## config.mk

```make
export PLATFORM = sky130hd
export DESIGN_NAME = gemm_engine_flat
export DESIGN_NICKNAME = d
export VERILOG_FILES = /design/src/rtl/gemm_pkg.sv /design/src/rtl/gemm_if.sv /design/src/rtl/gemm_mac_unit.sv /design/src/rtl/gemm_engine.sv /design/src/flat_wrapper.sv
export SDC_FILE = /design/constraint.sdc
export NUM_CORES = 2
export LEC_CHECK = 0
export BUFFER_PORTS_ARGS = -buffer_cell sky130_fd_sc_hd__buf_2
export CORE_MARGIN = 4
export CORE_UTILIZATION = 50
export DETAILED_ROUTE_END_ITERATION = 7
export GPL_TIMING_DRIVEN = 0
export MAX_ROUTING_LAYER = met4
export PLACE_DENSITY = 0.75
export SYNTH_ARGS = -nofsm -noshare
export SYNTH_HDL_FRONTEND = slang
export SYNTH_HIERARCHICAL = 1
export SYNTH_SLANG_ARGS = --single-unit
```

## constraint.sdc

```tcl
create_clock -name iclk -period 21.7 [get_ports iclk]
set_clock_uncertainty 0.15 [all_clocks]
set_input_delay 3.255 -clock iclk [delete_from_list [all_inputs] [get_ports iclk]]
set_output_delay 3.255 -clock iclk [all_outputs]
set_load 0.01 [all_outputs]
```

## src/rtl/gemm_pkg.sv

```systemverilog
// Shared definitions for the fixed-point GEMM engine: write targets, FSM states,
// default geometry and the saturation helper used by the scaling datapath.
package gemm_pkg;

  localparam int DEF_DATA_WIDTH = 16;
  localparam int DEF_FRAC_BITS  = 8;
  localparam int DEF_M          = 4;
  localparam int DEF_N          = 4;
  localparam int DEF_K          = 4;

  // Working width of the saturation helper; callers sign-extend into it.
  localparam int SAT_W = 64;

  localparam logic [1:0] SEL_A = 2'd0;
  localparam logic [1:0] SEL_B = 2'd1;
  localparam logic [1:0] SEL_C = 2'd2;

  typedef enum logic [2:0] {
    S_IDLE,
    S_MAC,
    S_SCALE,
    S_OUT,
    S_DONE
  } state_t;

  function automatic logic signed [SAT_W-1:0] saturate(
    input logic signed [SAT_W-1:0] x,
    input int                      width
  );
    logic signed [SAT_W-1:0] hi;
    logic signed [SAT_W-1:0] lo;
    hi = (64'sd1 <<< (width - 1)) - 64'sd1;
    lo = ~hi;
    if (x > hi) return hi;
    if (x < lo) return lo;
    return x;
  endfunction

endpackage

```

## src/rtl/gemm_if.sv

```systemverilog
// Operand write port, job control and result stream of the GEMM engine,
// with the host/sink side as master and the engine as slave.
interface gemm_if #(
  parameter int DATA_WIDTH = 16,
  parameter int IDX_W      = 2
);

  logic                         wr_en;
  logic [1:0]                   wr_sel;
  logic [IDX_W-1:0]             wr_row;
  logic [IDX_W-1:0]             wr_col;
  logic signed [DATA_WIDTH-1:0] wr_data;

  logic                         start;
  logic signed [DATA_WIDTH-1:0] alpha;
  logic signed [DATA_WIDTH-1:0] beta;
  logic                         trans_b;
  logic                         busy;
  logic                         done;

  logic                         out_valid;
  logic                         out_ready;
  logic signed [DATA_WIDTH-1:0] out_data;
  logic [IDX_W-1:0]             out_row;
  logic [IDX_W-1:0]             out_col;
  logic                         out_last;

  modport master (
    output wr_en, wr_sel, wr_row, wr_col, wr_data,
    output start, alpha, beta, trans_b, out_ready,
    input  busy, done, out_valid, out_data, out_row, out_col, out_last
  );

  modport slave (
    input  wr_en, wr_sel, wr_row, wr_col, wr_data,
    input  start, alpha, beta, trans_b, out_ready,
    output busy, done, out_valid, out_data, out_row, out_col, out_last
  );

endinterface

```

## src/rtl/gemm_mac_unit.sv

```systemverilog
// Dot-product accumulator plus the alpha/beta scaling, Q-format shift and
// saturation that produce one result element from the finished accumulation.
module gemm_mac_unit
  import gemm_pkg::*;
#(
  parameter int DATA_WIDTH = DEF_DATA_WIDTH,
  parameter int FRAC_BITS  = DEF_FRAC_BITS,
  parameter int ACC_WIDTH  = 2 * DEF_DATA_WIDTH + 3
) (
  input  logic                         clk_i,
  input  logic                         clr_i,
  input  logic                         en_i,
  input  logic signed [DATA_WIDTH-1:0] a_i,
  input  logic signed [DATA_WIDTH-1:0] b_i,
  input  logic signed [DATA_WIDTH-1:0] alpha_i,
  input  logic signed [DATA_WIDTH-1:0] beta_i,
  input  logic signed [DATA_WIDTH-1:0] c_i,
  output logic signed [DATA_WIDTH-1:0] res_o
);

  localparam int SUM_W = DATA_WIDTH + ACC_WIDTH + 1;

  logic signed [ACC_WIDTH-1:0] acc_q;
  logic signed [ACC_WIDTH-1:0] prod;
  logic signed [ACC_WIDTH-1:0] dot;
  logic signed [SUM_W-1:0]     sum;

  assign prod = ACC_WIDTH'(a_i) * ACC_WIDTH'(b_i);

  always_ff @(posedge clk_i) begin
    if (clr_i) begin
      acc_q <= '0;
    end else if (en_i) begin
      acc_q <= acc_q + prod;
    end
  end

  // Scale stage: floor the Q2F dot product back to QF, then mix in beta*C at full width.
  assign dot   = acc_q >>> FRAC_BITS;
  assign sum   = SUM_W'(alpha_i) * SUM_W'(dot) + SUM_W'(beta_i) * SUM_W'(c_i);
  assign res_o = DATA_WIDTH'(saturate(SAT_W'(sum >>> FRAC_BITS), DATA_WIDTH));

endmodule

```

## src/rtl/gemm_engine.sv

```systemverilog
// Fixed-point GEMM engine: R = alpha*(A x op(B)) + beta*C over internal operand
// storage, one element per K+2 cycles, streamed out in row-major order.
module gemm_engine
  import gemm_pkg::*;
#(
  parameter int DATA_WIDTH = DEF_DATA_WIDTH,
  parameter int FRAC_BITS  = DEF_FRAC_BITS,
  parameter int M          = DEF_M,
  parameter int N          = DEF_N,
  parameter int K          = DEF_K,
  parameter int IDX_W      = (((M >= N) && (M >= K)) ? M : ((N >= K) ? N : K)) > 1 ?
                             $clog2(((M >= N) && (M >= K)) ? M : ((N >= K) ? N : K)) : 1,
  parameter int ACC_WIDTH  = 2 * DATA_WIDTH + $clog2(K) + 1
) (
  input  logic iclk,
  input  logic irst_n,
  gemm_if.slave bus
);

  localparam int DEPTH = 1 << IDX_W;
  localparam int BDIM  = (K > N) ? K : N;
  localparam logic [IDX_W-1:0] K_LAST = IDX_W'(K - 1);
  localparam logic [IDX_W-1:0] N_LAST = IDX_W'(N - 1);
  localparam logic [IDX_W-1:0] M_LAST = IDX_W'(M - 1);

  typedef logic signed [DATA_WIDTH-1:0] word_t;

  word_t a_q [DEPTH][DEPTH];
  word_t b_q [DEPTH][DEPTH];
  word_t c_q [DEPTH][DEPTH];

  state_t           state_q, state_d;
  logic [IDX_W-1:0] i_q, i_d, j_q, j_d, k_q, k_d;
  word_t            alpha_q, alpha_d, beta_q, beta_d;
  logic             trans_q, trans_d;
  logic             valid_q, valid_d, last_q, last_d;
  word_t            data_q, data_d;
  logic [IDX_W-1:0] row_q, row_d, col_q, col_d;

  logic  wr_ok;
  logic  acc_clr, acc_en;
  word_t a_op, b_op, c_op, mac_res;

  // Writes land only while idle so a running job always sees a frozen operand set.
  always_comb begin
    wr_ok = 1'b0;
    if (state_q == S_IDLE && bus.wr_en) begin
      unique case (bus.wr_sel)
        SEL_A:   wr_ok = (int'(bus.wr_row) < M)    && (int'(bus.wr_col) < K);
        SEL_B:   wr_ok = (int'(bus.wr_row) < BDIM) && (int'(bus.wr_col) < BDIM);
        SEL_C:   wr_ok = (int'(bus.wr_row) < M)    && (int'(bus.wr_col) < N);
        default: wr_ok = 1'b0;
      endcase
    end
  end

  always_ff @(posedge iclk or negedge irst_n) begin
    if (!irst_n) begin
      for (int r = 0; r < DEPTH; r++) begin
        for (int c = 0; c < DEPTH; c++) begin
          a_q[r][c] <= '0;
          b_q[r][c] <= '0;
          c_q[r][c] <= '0;
        end
      end
    end else if (wr_ok) begin
      unique case (bus.wr_sel)
        SEL_A:   a_q[bus.wr_row][bus.wr_col] <= bus.wr_data;
        SEL_B:   b_q[bus.wr_row][bus.wr_col] <= bus.wr_data;
        SEL_C:   c_q[bus.wr_row][bus.wr_col] <= bus.wr_data;
        default: ;
      endcase
    end
  end

  assign a_op = a_q[i_q][k_q];
  assign b_op = trans_q ? b_q[j_q][k_q] : b_q[k_q][j_q];
  assign c_op = c_q[i_q][j_q];

  gemm_mac_unit #(
    .DATA_WIDTH (DATA_WIDTH),
    .FRAC_BITS  (FRAC_BITS),
    .ACC_WIDTH  (ACC_WIDTH)
  ) u_mac (
    .clk_i   (iclk),
    .clr_i   (acc_clr),
    .en_i    (acc_en),
    .a_i     (a_op),
    .b_i     (b_op),
    .alpha_i (alpha_q),
    .beta_i  (beta_q),
    .c_i     (c_op),
    .res_o   (mac_res)
  );

  always_comb begin
    state_d = state_q;
    i_d     = i_q;
    j_d     = j_q;
    k_d     = k_q;
    alpha_d = alpha_q;
    beta_d  = beta_q;
    trans_d = trans_q;
    valid_d = valid_q;
    last_d  = last_q;
    data_d  = data_q;
    row_d   = row_q;
    col_d   = col_q;
    acc_clr = 1'b0;
    acc_en  = 1'b0;
    unique case (state_q)
      S_IDLE: begin
        if (bus.start) begin
          alpha_d = bus.alpha;
          beta_d  = bus.beta;
          trans_d = bus.trans_b;
          i_d     = '0;
          j_d     = '0;
          k_d     = '0;
          acc_clr = 1'b1;
          state_d = S_MAC;
        end
      end
      S_MAC: begin
        acc_en = 1'b1;
        if (k_q == K_LAST) state_d = S_SCALE;
        else               k_d     = k_q + 1'b1;
      end
      S_SCALE: begin
        data_d  = mac_res;
        row_d   = i_q;
        col_d   = j_q;
        last_d  = (i_q == M_LAST) && (j_q == N_LAST);
        valid_d = 1'b1;
        state_d = S_OUT;
      end
      S_OUT: begin
        if (bus.out_ready) begin
          valid_d = 1'b0;
          last_d  = 1'b0;
          k_d     = '0;
          acc_clr = 1'b1;
          if (j_q == N_LAST) begin
            j_d = '0;
            i_d = (i_q == M_LAST) ? '0 : i_q + 1'b1;
          end else begin
            j_d = j_q + 1'b1;
          end
          state_d = last_q ? S_DONE : S_MAC;
        end
      end
      S_DONE:  state_d = S_IDLE;
      default: state_d = S_IDLE;
    endcase
  end

  always_ff @(posedge iclk or negedge irst_n) begin
    if (!irst_n) begin
      state_q <= S_IDLE;
      i_q     <= '0;
      j_q     <= '0;
      k_q     <= '0;
      valid_q <= 1'b0;
      last_q  <= 1'b0;
      data_q  <= '0;
      row_q   <= '0;
      col_q   <= '0;
    end else begin
      state_q <= state_d;
      i_q     <= i_d;
      j_q     <= j_d;
      k_q     <= k_d;
      valid_q <= valid_d;
      last_q  <= last_d;
      data_q  <= data_d;
      row_q   <= row_d;
      col_q   <= col_d;
    end
  end

  // Job parameters only matter once latched by a start, so they carry no reset.
  always_ff @(posedge iclk) begin
    alpha_q <= alpha_d;
    beta_q  <= beta_d;
    trans_q <= trans_d;
  end

  assign bus.busy      = (state_q != S_IDLE) && (state_q != S_DONE);
  assign bus.done      = (state_q == S_DONE);
  assign bus.out_valid = valid_q;
  assign bus.out_data  = data_q;
  assign bus.out_row   = row_q;
  assign bus.out_col   = col_q;
  assign bus.out_last  = last_q;

endmodule

```

## src/flat_wrapper.sv

```systemverilog
// flat-port wrapper written by rule: the top's interface ports become plain ports
module gemm_engine_flat import gemm_pkg::*;
#(
  parameter int DATA_WIDTH = DEF_DATA_WIDTH,
  parameter int FRAC_BITS  = DEF_FRAC_BITS,
  parameter int M          = DEF_M,
  parameter int N          = DEF_N,
  parameter int K          = DEF_K,
  parameter int IDX_W      = (((M >= N) && (M >= K)) ? M : ((N >= K) ? N : K)) > 1 ?
                             $clog2(((M >= N) && (M >= K)) ? M : ((N >= K) ? N : K)) : 1,
  parameter int ACC_WIDTH  = 2 * DATA_WIDTH + $clog2(K) + 1
)
  (iclk, irst_n, bus_wr_en, bus_wr_sel, bus_wr_row, bus_wr_col, bus_wr_data, bus_start, bus_alpha, bus_beta, bus_trans_b, bus_out_ready, bus_busy, bus_done, bus_out_valid, bus_out_data, bus_out_row, bus_out_col, bus_out_last);
  gemm_if #(.DATA_WIDTH(DATA_WIDTH), .IDX_W(IDX_W)) bus_i ();
  input  logic iclk;
  input  logic irst_n;
  input wire logic [$bits(bus_i.wr_en)-1:0] bus_wr_en;
  input wire logic [$bits(bus_i.wr_sel)-1:0] bus_wr_sel;
  input wire logic [$bits(bus_i.wr_row)-1:0] bus_wr_row;
  input wire logic [$bits(bus_i.wr_col)-1:0] bus_wr_col;
  input wire logic [$bits(bus_i.wr_data)-1:0] bus_wr_data;
  input wire logic [$bits(bus_i.start)-1:0] bus_start;
  input wire logic [$bits(bus_i.alpha)-1:0] bus_alpha;
  input wire logic [$bits(bus_i.beta)-1:0] bus_beta;
  input wire logic [$bits(bus_i.trans_b)-1:0] bus_trans_b;
  input wire logic [$bits(bus_i.out_ready)-1:0] bus_out_ready;
  output wire logic [$bits(bus_i.busy)-1:0] bus_busy;
  output wire logic [$bits(bus_i.done)-1:0] bus_done;
  output wire logic [$bits(bus_i.out_valid)-1:0] bus_out_valid;
  output wire logic [$bits(bus_i.out_data)-1:0] bus_out_data;
  output wire logic [$bits(bus_i.out_row)-1:0] bus_out_row;
  output wire logic [$bits(bus_i.out_col)-1:0] bus_out_col;
  output wire logic [$bits(bus_i.out_last)-1:0] bus_out_last;
  assign bus_i.wr_en = bus_wr_en;
  assign bus_i.wr_sel = bus_wr_sel;
  assign bus_i.wr_row = bus_wr_row;
  assign bus_i.wr_col = bus_wr_col;
  assign bus_i.wr_data = bus_wr_data;
  assign bus_i.start = bus_start;
  assign bus_i.alpha = bus_alpha;
  assign bus_i.beta = bus_beta;
  assign bus_i.trans_b = bus_trans_b;
  assign bus_i.out_ready = bus_out_ready;
  assign bus_busy = bus_i.busy;
  assign bus_done = bus_i.done;
  assign bus_out_valid = bus_i.out_valid;
  assign bus_out_data = bus_i.out_data;
  assign bus_out_row = bus_i.out_row;
  assign bus_out_col = bus_i.out_col;
  assign bus_out_last = bus_i.out_last;
  gemm_engine #(.DATA_WIDTH(DATA_WIDTH), .FRAC_BITS(FRAC_BITS), .M(M), .N(N), .K(K), .IDX_W(IDX_W), .ACC_WIDTH(ACC_WIDTH)) u_core (.iclk(iclk), .irst_n(irst_n), .bus(bus_i));
endmodule
```

# Word level (Yosys, flattened, before mapping)
# Cells that the tools add are included.
# word_totals
out_inout_bits	24
reg_bits	867
elab_cells	183
# op_classes
mul	3
addsub	5
n_eq_ne	15
reduce_logical	21
n_mux	64
n_bitwise	5
magnitude_cmp	9
# op_table
op	n
256-bit bitwise mux	3
64-bit 2-to-1 mux	9
64-bit binary-select mux with 2-bit select	4
16-bit 2-to-1 mux	14
16-bit binary-select mux with 2-bit select	4
64-bit demux with 2-bit select	1
16-bit by 16-bit multiplier with 32-bit output	2
43-bit by 32-bit adder with 44-bit output	1
16-bit by 27-bit multiplier with 43-bit output	1
36-bit by 16-bit greater-than comparator with 1-bit output (second input constant)	1
36-bit by 16-bit < comparator with 1-bit output (second input constant)	1
35-bit by 32-bit adder with 35-bit output	1
16-bit demux with 2-bit select	1
2-bit 2-to-1 mux	8
3-bit greater-or-equal comparator (second input constant)	5
2-bit inverter with 3-bit output	5
3-bit 2-to-1 mux	4
3-bit one-hot mux with 4 select lines	1
2-bit AND reduction	5
1-bit 2-to-1 mux	9
2-bit == test (second input constant)	4
2-bit one-hot mux with 2 select lines	2
4-bit AND reduction	2
2-bit by 1-bit adder with 2-bit output (second input constant)	3
17 further kinds	31

# Depth between registers and ports, before layout
# depth
word_depth	14
ltp_mapped	37
mapped_depth_nobuf	32

# Modules after synthesis
# Netlist, hierarchy kept.
# by_module_without_submodules
mod	cells_per_inst	area_each_um2	instances
gemm_mac_unit	4215	39598.0	1
gemm_engine	2589	39456.6	1

# Least setup slack after synthesis
# Ideal clock, no wire load.
# synth_path
path_type	flip-flop to flip-flop
startpoint	register u_core.i_q[0]
endpoint	register u_core.data_q[14], in the netlist u_core/bus.out_data[14]
stages_incl_launch_ff	35
setup_slack_ns	11.152
t_arrival_ns	10.273
setup_time_ns	0.125
period_less_slack_ns	10.548
t_required_ns	21.425
cell_sequence	dfrtp_1 -> clkbuf_1 -> clkbuf_1 -> buf_2 -> mux4_2 -> mux4_2 -> clkbuf_1 -> nand2_1 -> fa_1 -> fa_1 -> inv_1 -> fa_1 -> inv_1 -> fa_1 -> inv_1 -> fa_1 -> fa_1 -> inv_1 -> fa_1 -> fa_1 -> inv_1 -> ha_1 -> a21oi_1 -> o211ai_1 -> a211oi_1 -> o41ai_1 -> a21o_1 -> or3_1 -> a2111oi_0 -> nand4_1 -> nor4b_1 -> a31oi_1 -> buf_4 -> a21o_1 -> mux2_2
# synth_between
elab_chain_len	14
elab_cells_between_ends	17
# synth_lines
item	line	rtl
start: declaration	gemm_engine.sv:33	logic [IDX_W-1:0] i_q, i_d, j_q, j_d, k_q, k_d;
start signal: assignment	gemm_engine.sv:170	i_q <= i_d;
2-bit inverter with 3-bit output (implied by the code) (*)	gemm_engine.sv:78	assign c_op = c_q[i_q][j_q];
64-bit binary-select mux with 2-bit select (*)	gemm_engine.sv:78	
64-bit 2-to-1 mux (implied by the code) (*) (2 in series)	gemm_engine.sv:78	
16-bit binary-select mux with 2-bit select (*)	gemm_engine.sv:78	
16-bit 2-to-1 mux (implied by the code) (*) (2 in series)	gemm_engine.sv:78	
net u_core.c_op[1]	gemm_engine.sv:42	word_t a_op, b_op, c_op, mac_res;
16-bit by 16-bit multiplier with 32-bit output (*)	gemm_mac_unit.sv:40	assign sum = SUM_W'(alpha_i) * SUM_W'(dot) + SUM_W'(beta_i) * SUM_W'(c_i);
43-bit by 32-bit adder with 44-bit output (*)	gemm_mac_unit.sv:40	
36-bit by 16-bit < comparator with 1-bit output	gemm_pkg.sv:35	if (x < lo) return lo;
1-bit 2-to-1 mux (2 in series)	gemm_pkg.sv:35	
16-bit 2-to-1 mux	gemm_pkg.sv:36	return x;
16-bit 2-to-1 mux (*)	gemm_pkg.sv:35	
net u_core.mac_res[14]	gemm_engine.sv:42	
end signal: assignment	gemm_engine.sv:175	data_q <= data_d;
end: declaration	gemm_engine.sv:37	word_t data_q, data_d;
# Mark *: on every way through the listed nets, which the timed path passes. The rest lies on a longest branch. The select of a mux whose other input is x is not followed.
# A chain may end at the register's enable or synchronous reset.

# Worst setup path after layout
# layout_path
startpoint	register u_core.j_q[0]
endpoint	register u_core.data_q[9], in the netlist u_core/bus.out_data[9]
# layout_between
elab_chain_len	11
elab_cells_between_ends	14
# layout_lines
item	line	rtl
start: declaration	gemm_engine.sv:33	
start signal: assignment	gemm_engine.sv:171	j_q <= j_d;
2-bit inverter with 3-bit output (implied by the code) (*)	gemm_engine.sv:78	
16-bit binary-select mux with 2-bit select (*)	gemm_engine.sv:78	
16-bit 2-to-1 mux (implied by the code) (*) (2 in series)	gemm_engine.sv:78	
net u_core.c_op[6]	gemm_engine.sv:42	
16-bit by 16-bit multiplier with 32-bit output (*)	gemm_mac_unit.sv:40	
43-bit by 32-bit adder with 44-bit output (*)	gemm_mac_unit.sv:40	
36-bit by 16-bit < comparator with 1-bit output	gemm_pkg.sv:35	
1-bit 2-to-1 mux (2 in series)	gemm_pkg.sv:35	
16-bit 2-to-1 mux	gemm_pkg.sv:36	
16-bit 2-to-1 mux (*)	gemm_pkg.sv:35	
net u_core.mac_res[9]	gemm_engine.sv:42	
# Marks and branches as above.

==> results.sh <==
export IMPL_crit_path_start_kind="flip-flop"
export IMPL_finalCriticalPeriod_ns=13.80
export IMPL_drv_slew=0
export IMPL_worst_path_max_fanout=10
export IMPL_r2r_start="u_core/j_q[0]$_DFFE_PN0P_"
export IMPL_grt_pass1_vias=56876
export IMPL_critical_path_startpoint="u_core/j_q[0]$_DFFE_PN0P_"
export IMPL_h_tree_depth=3
export IMPL_synth_nets=8255
export IMPL_dieArea_um2=164500
export IMPL_clock_sinks=867
export IMPL_synthFlopType="dfrtp_1"
export IMPL_min_from="u_core/a_q[170]$_DFFE_PN0P_"
export IMPL_synthTopCellsByArea="fa_1, dfrtp_1, mux2_2"
export IMPL_cp_arrival_ns=14.22
export IMPL_setup_tns_ns=0
export IMPL_worst_pin_slew_ns=1.413
export IMPL_port_buffers=66
export IMPL_route_antenna_remaining_nets=0
export IMPL_synth_top_cell_by_area="fa_1"
export IMPL_end_kind="flip-flop"
export IMPL_clk_latency_ns=0.70
export IMPL_root_buffer="clkbuf_16"
export IMPL_vias_per_cell=5.803
export IMPL_yosysUniqueCellTypes=102
export IMPL_post_route_period_util=0.6358
export IMPL_grt_total_usage=0.2918
export IMPL_avgSynthCellArea_um2=11.62
export IMPL_path_clk_slew_ns=0.07
export IMPL_area_growth_pct=8.262
export IMPL_dieHeight_um=405.6
export IMPL_yosysTopAreaCellShare=0.2798
export IMPL_core_um2=156800
export IMPL_max_freq_ghz=0.07248
export IMPL_synth_edf_count=33
export IMPL_whs_path_depth=1
export IMPL_gp_congestion=0.9803
export IMPL_reg2reg_depth=34
export IMPL_finalHoldViolations=0
export IMPL_slowest_delay_ns=0.91
export IMPL_rr_endpoint="u_core/bus.out_data[9]$_DFFE_PN0N_"
export IMPL_critPathKind="flip-flop to flip-flop"
export IMPL_async_flop_share=0.9216
export IMPL_setup_viol=0
export IMPL_postSynthCellCount=6804
export IMPL_post_cts_buffers=0
export IMPL_crit_top_cell="fa_1"
export IMPL_crit_slowest_cell="buf_1"
export IMPL_seqCellArea_um2=21690
export IMPL_grt_pass1_wl_um=351300
export IMPL_antenna_found_initial=8
export IMPL_top_level_ports=84
export IMPL_fin_nets=8429
export IMPL_drive_gt1_frac=0.1890
export IMPL_hold_class="flip-flop to flip-flop"
export IMPL_fillCellCount=12999
export IMPL_cts_hold_buf=0
export IMPL_rsz0062_at_grt="false"
export IMPL_seq_area_frac_synth=0.2743
export IMPL_wirelength_um=229000
export IMPL_drcViolationCount=0
export IMPL_cts_resized=0
export IMPL_slew_headroom=0.05789
export IMPL_r2r_slack_ns=7.90
export IMPL_yosysWarnings=6
export IMPL_first_iter_violations=5101
export IMPL_maxCapViolCount=0
export IMPL_crit_required_ns=22.12
export IMPL_start_util=0.5043
export IMPL_outcome="completed"
export IMPL_cts_tree="done"
export IMPL_vias=52947
export IMPL_cts_made_buffers=93
export IMPL_grt_max_degree=125
export IMPL_first_pass_iters=6
export IMPL_multi_input_area_um2=51290
export IMPL_clk_path_buf_depth=3
export IMPL_overflow=0
export IMPL_rows=145
export IMPL_wl_per_cell_um=25.10
export IMPL_crit_end="u_core/bus.out_data[9]$_DFFE_PN0N_"
export IMPL_synth_area_um2=79050
export IMPL_synth_ff_latch_count=867
export IMPL_die_w_um=405.6
export IMPL_hpwl_um=181200
stage by stage:
stage | utilization | hold WS, ns | area [um^2] | cells | worst slack (ns)
finish | 0.5460 | 0.3340 | 85590 | 9124 | 7.903
global route | 0.5459 | 0.3557 | 85570 | 9119 | 7.517
CTS | 0.5457 | 0.3389 | 85530 | 9110 | 8.182
detailed placement | 0.5245 | 0.3245 | 82220 | 8939 | 8.237
global placement | 0.5229 | 0.3128 | 81960 | 8928 | 0.3108
floorplan | - | 0.3032 | 79050 | 6804 | 11.15
layout make-up:
type | count | area share
sequential | 867 | 0.2534
inverter | 1150 | 0.05044
antenna | 12 | 0.0003509
timing repair buffer | 79 | 0.007105
multi-input combinational | 4380 | 0.5993
clock buffer | 132 | 0.03221
tap | 2058 | 0.03009
buffer | 407 | 0.02061
clock inverter | 39 | 0.006491
synth_stat cells, types with 27 or more instances:
cell and count:
mux2_2 731, ha_1 286, mux2_4 40, nand2_1 618, buf_2 62, a21o_1 45, nand3_1 68, buf_1 29
clkbuf_1 298, fa_1 1105, a22oi_1 96, dfxtp_1 35, nor2b_1 64, mux2i_1 224, o21ai_0 27, nand2b_1 30
edfxtp_1 33, and2_1 365, xnor2_1 57, nor2_1 90, dfrtp_1 799, mux4_2 192, nand4_1 29, inv_1 1148
a21oi_1 75
cell usage in the layout (no fill, tap or decap), types with 29 or more instances in the layout:
master,Yosys,routed
clkbuf_16,0,95
nand4_1,29,29
a22oi_1,96,96
fa_1,1105,1105
a21oi_1,75,75
mux4_2,192,192
mux2i_1,224,224
clkbuf_1,298,311
buf_2,62,127
nor2_1,90,90
mux2_2,731,731
dfxtp_1,35,35
nand2_1,618,618
edfxtp_1,33,33
nor2b_1,64,64
inv_1,1148,1148
dfrtp_1,799,799
nand2b_1,30,30
xnor2_1,57,57
nand3_1,68,68
buf_1,29,29
a21o_1,45,45
mux2_4,40,40
and2_1,365,364
ha_1,286,286
critical path: cells and delay by family, from the launching register on:
kind | cells | cell delay (ns)
fa+ha+maj | 9 | 4.91
buf+inv | 11 | 3.97
compound gates | 8 | 2.00
simple gates | 4 | 0.93
mux | 2 | 0.90
flops | 1 | 0.74
state kept, by name, summed over array words and instances, names as in the netlist:
name and flops:
u_core/a_q 256, u_core/alpha_q 16, u_core/b_q 256, u_core/beta_q 16, u_core/bus.out_col 2, u_core/bus.out_data 16
u_core/bus.out_last 1, u_core/bus.out_row 2, u_core/bus.out_valid 1, u_core/c_q 256, u_core/i_q 2, u_core/j_q 2
u_core/k_q 2, u_core/state_q 3, u_core/trans_q 1, u_core/u_mac/acc_q 35
cell families after synthesis:
logic type,synth area share
simple gates,0.08695
compound gates,0.03078
fa+ha+maj,0.3251
mux,0.1976
flops,0.2743
xor+xnor,0.008309
buf+inv,0.07692
worst min-delay path by stage:
stage / end / slack [ns]
after global routing: u_core/c_q[111]$_DFFE_PN0P_ / 0.36
after floorplan: u_core/a_q[150]$_DFFE_PN0P_ / 0.30
after detailed placement: u_core/a_q[174]$_DFFE_PN0P_ / 0.32
after CTS: u_core/a_q[174]$_DFFE_PN0P_ / 0.34
after global placement: u_core/a_q[173]$_DFFE_PN0P_ / 0.31
final: u_core/a_q[170]$_DFFE_PN0P_ / 0.33
layer usage:
metal,up-vias,GRT usage,share of wire
met4,0,0.1123,0.046
met1,27681,0.3876,0.41
met2,2509,0.4393,0.45
li1,22200,-,-
met5,-,-,0
met3,557,0.06806,0.096
Power is left out: the tool's default activity adds up to more than one toggle a clock period on the data nets, which glitch-free logic cannot reach.
